### src/rtl/inv_butterfly_pipe.sv
// Inverse radix-2 butterfly: (s, d) -> a = (s+d)/2, b = (s-d)/2, saturated to OUT_W,
// over a two-stage valid/ready pipe with a frame beat counter. INV_BFLY_PARITY_CHK_EN builds the p[0] parity check.

module inv_bfly_sat #(
  parameter int P_W   = 4,
  parameter int OUT_W = 2
) (
  input  logic signed [P_W-1:0]   v_i,
  output logic signed [OUT_W-1:0] r_o,
  output logic                    sat_o
);
  localparam logic signed [P_W-1:0] MAX_V = P_W'((1 << (OUT_W-1)) - 1);
  localparam logic signed [P_W-1:0] MIN_V = P_W'(-(1 << (OUT_W-1)));

  logic signed [P_W-1:0] sh;

  always_comb begin
    sh    = v_i >>> 1;
    r_o   = sh[OUT_W-1:0];
    sat_o = 1'b0;
    if (sh > MAX_V) begin
      r_o   = MAX_V[OUT_W-1:0];
      sat_o = 1'b1;
    end else if (sh < MIN_V) begin
      r_o   = MIN_V[OUT_W-1:0];
      sat_o = 1'b1;
    end
  end
endmodule

module inv_butterfly_pipe #(
  parameter int IN_W      = 3,
  parameter int OUT_W     = IN_W - 1,
  parameter int FRAME_LEN = 8
) (
  input  logic                         clk,
  input  logic                         rst_n,
  input  logic                         in_valid,
  output logic                         in_ready,
  input  logic signed [IN_W-1:0]       s_in,
  input  logic signed [IN_W-1:0]       d_in,
  output logic                         out_valid,
  input  logic                         out_ready,
  output logic signed [OUT_W-1:0]      a_out,
  output logic signed [OUT_W-1:0]      b_out,
  output logic [$clog2(FRAME_LEN)-1:0] out_idx,
  output logic                         out_last,
  output logic                         sat_out,
  output logic                         err_out
);
  localparam int P_W   = IN_W + 1;
  localparam int IDX_W = $clog2(FRAME_LEN);

  logic [2:1]            vld_q;
  logic [1:0][P_W-1:0]   pq_q;   // [0] = p = s+d, [1] = q = s-d
  logic [1:0][OUT_W-1:0] ab_d;
  logic [1:0][OUT_W-1:0] ab_q;
  logic [1:0]            sat_d;
  logic                  sat_q;
  logic [IDX_W-1:0]      idx_q;
  logic                  adv2;
  logic signed [P_W-1:0] s_x, d_x;

  assign s_x      = {s_in[IN_W-1], s_in};
  assign d_x      = {d_in[IN_W-1], d_in};
  assign adv2     = !vld_q[2] || out_ready;
  assign in_ready = !vld_q[1] || adv2;

  for (genvar g = 0; g < 2; g++) begin : g_lane
    inv_bfly_sat #(.P_W(P_W), .OUT_W(OUT_W)) u_sat (
      .v_i   (pq_q[g]),
      .r_o   (ab_d[g]),
      .sat_o (sat_d[g])
    );
  end

  always_ff @(posedge clk or negedge rst_n) begin
    if (!rst_n) begin
      vld_q <= '0;
      pq_q  <= '0;
      ab_q  <= '0;
      sat_q <= 1'b0;
      idx_q <= '0;
    end else begin
      if (in_ready) vld_q[1] <= in_valid;
      if (in_ready && in_valid) begin
        pq_q[0] <= s_x + d_x;
        pq_q[1] <= s_x - d_x;
      end
      if (adv2) vld_q[2] <= vld_q[1];
      if (adv2 && vld_q[1]) begin
        ab_q  <= ab_d;
        sat_q <= |sat_d;
      end
      // FRAME_LEN is a power of two, so natural overflow gives the wrap.
      if (vld_q[2] && out_ready) idx_q <= idx_q + IDX_W'(1);
    end
  end

`ifdef INV_BFLY_PARITY_CHK_EN
  // p and q share parity for any legal pair; odd p flags a corrupt (s, d).
  logic perr_q;
  always_ff @(posedge clk or negedge rst_n) begin
    if (!rst_n)                 perr_q <= 1'b0;
    else if (adv2 && vld_q[1])  perr_q <= pq_q[0][0];
  end
  assign err_out = perr_q;
`else
  assign err_out = 1'b0;
`endif

  assign out_valid = vld_q[2];
  assign a_out     = ab_q[0];
  assign b_out     = ab_q[1];
  assign sat_out   = sat_q;
  assign out_idx   = idx_q;
  assign out_last  = (idx_q == IDX_W'(FRAME_LEN - 1));
endmodule

### config.mk
export PLATFORM = sky130hd
export DESIGN_NAME = inv_butterfly_pipe
export DESIGN_NICKNAME = d
export VERILOG_FILES = /design/src/rtl/inv_butterfly_pipe.sv
export SDC_FILE = /design/constraint.sdc
export NUM_CORES = 1
export LEC_CHECK = 0
export ABC_AREA = 1
export CAP_MARGIN = 10
export CELL_PAD_IN_SITES_DETAIL_PLACEMENT = 0
export CELL_PAD_IN_SITES_GLOBAL_PLACEMENT = 1
export CORE_MARGIN = 1.5
export CORE_UTILIZATION = 33
export CTS_CLUSTER_SIZE = 16
export DETAILED_ROUTE_END_ITERATION = 12
export PLACE_DENSITY = 0.71
export SLEW_MARGIN = 20
export SYNTH_ARGS = -nofsm -noshare
export SYNTH_HDL_FRONTEND = slang
export SYNTH_HIERARCHICAL = 1
export SYNTH_SLANG_ARGS = --single-unit
### constraint.sdc
create_clock -name clk -period 1.04 [get_ports clk]
set_input_delay 0.208 -clock clk [delete_from_list [all_inputs] [get_ports clk]]
set_output_delay 0.208 -clock clk [all_outputs]
set_load 0.05 [all_outputs]
==> results.md <==
* Status: complete, but fails checks
* Failing checks: negative setup slack
* RSZ-0062 raised after global routing: yes
* R2R Path End: out_idx[2]
* Place WS at -636 ps
* Finished Layout Cells at 190
* Clk_lat worst skew at 290 ps
* CP Capture Point: out_last
* Drt first pass iters at 6
* PnR worst setup slack at -366 ps
* Setup crit start: out_idx[1]
* Min-Delay Path Class: input port to asynchronous set/reset pin
* Vias in the first global route at 824
* Placer Congestion at 0.674
* Initial Utilization at 35.5%
* Top delay family on crit path: flip-flops
* Detail Placement HPWL at 1400 um
* Leakage at 0.843 nW
* Placed insts at 174
* First DRT Iteration DRCs at 19
* Post-Syn Nets at 140
* Hold Fails Final Rpt at 0
* Period utilization at 135%
* GR Overflow Total at 0
* TritonCTS clock tree: done
* Gr usage total at 12.9%
* Largest net degree at the start of global routing at 17
* WP data required at 830 ps
* Site Rows at 19
* Final Hold Slack at 246 ps
* Port-buffer cells at 20
* Fraction of layout cells with a size suffix above 1 at 48.4%
* Period minus WS final at 1410 ps
* WP depth at 3
* Slew Limit Fails at 0
* Clk buf depth at 2
* Final wirelength at 2060 um
* CTS buffer count at 3
* Worst path bufs/invs at 1
* Post-Syn Area at 997 um2
* Worst Setup Start Kind: flop
* Crit path arrival time at 1200 ps
* Vias at 842
* Commonest non-fill, non-tap cell in the layout: nand2_1
* Slowest-stage cell, CP: dfrtp_2
* Crit end category: primary output
* Total Die Area at 3360 um2
* Multi-input logic area at 657 um2
* First-pass GRT wire length at 3310 um
* FF+latch area at 405 um2
* Core footprint at 2810 um2
* Worst-path cell chain: ha_4 -> ha_4 -> buf_12
* Final Skew at 2.46 ps
* CTS root buf: clkbuf_4
* R2r setup slk at 10 ps
* Fmax at 711 MHz
* Clock transition at path regs at 100 ps
* Final-report setup violation count at 11
* Most frequent cells in the layout: nand2_1, buf_4, dfrtp_1, buf_12, inv_1
* CTS Hold Bufs at 0
* Initial antenna violation count at 0
* Chip width at 58.0 um
* MaxCap Viol Count at 0
* Layout area overhead at 70.1%
* Syn Inst Count at 114
* # diodes at 0
* Syn Area/Cell at 8.75 um2
* Pwr/cell area at 2290 nW/um2
* Antenna-violating nets left at 0
* Residual DRC at 0
* Worst path most repeated cell: ha_4
* Die extent in y at 58.0 um
* YS warnings at 6
* CP Max Fanout at 2
* Routed len/inst at 10.8 um
* Clock Sinks at 16
* Worst flop-to-flop path startpoint: out_idx[1]
* Kind of critical path: flop to primary output
* I/O pin cnt at 22
* Maximum VDD drop at 665 uV
* Fill count at 261
* DR vias/cell at 4.43
* FF-to-FF path depth at 4
* Fin nets at 186
* Htree depth at 1
* Worst stage delay on the critical path at 450 ps
## stage by stage
step,cell area (um2),TNS [ps],utilization (%),power (mW)
floorplan,1010,-2070,-,1.99
global placement,1430,-5340,50.9,2.97
detailed placement,1430,-5720,50.9,3.01
CTS,1570,-1580,55.8,3.65
global route,1700,-2070,60.5,4.13
finish,1700,-1570,60.5,3.89
## worst min-delay path by stage
| stage | from | end | slack, ps | cells past startpoint |
|---|---|---|---|---|
| 6_report | rst_n | out_idx[2] | 250 | 2 |
| 5_1_grt | rst_n | out_idx[2] | 240 | 2 |
| 4_1_cts | rst_n | out_idx[2] | 240 | 2 |
| 3_5_place_dp | pq_q[1] | pq_q[1] | 470 | 2 |
| 3_3_place_gp | pq_q[1] | pq_q[1] | 470 | 2 |
| 2_1_floorplan | rst_n | a_out[0] | -90 | 0 |
## power by group
part	switching (mW)	leakage (nW)	total [mW]	internal, mW
Combinational	1.16	0.632	2.42	1.26
Sequential	0.215	0.190	1.05	0.832
Clock	0.208	0.0210	0.421	0.213
Total	1.58	0.843	3.89	2.31
## state kept, by name (all words and copies together) (netlist names)
signal	cells
a_out	2
b_out	2
out_idx	3
pq_q	6
sat_out	1
vld_q	2
## metal layers
layer | global-route usage [%] | wire length [um] | vias to the layer above
li1 | - | - | 434
met1 | 13.6 | 821 | 388
met2 | 24.7 | 1170 | 18
met3 | 1.34 | 44 | 2
met4 | 6.98 | 27 | 0
met5 | 0 | 0 | -
## final cells by class
cell class | count | share of cell area [%]
Inverter | 17 | 3.76
Timing Repair Buffer | 42 | 29.2
Clock buffer | 4 | 2.14
Sequential cell | 16 | 23.9
Multi-Input combinational cell | 80 | 38.7
Tap cell | 31 | 2.29
## repair_timing
action / in CTS / in global routing
pin swaps: 9 / 9
cloned: 0 / 1
setup endpoints to repair: 19 / 24
buffers inserted: 6 / 7
resized for setup: 26 / 30
(Power assumes the default switching activity.)
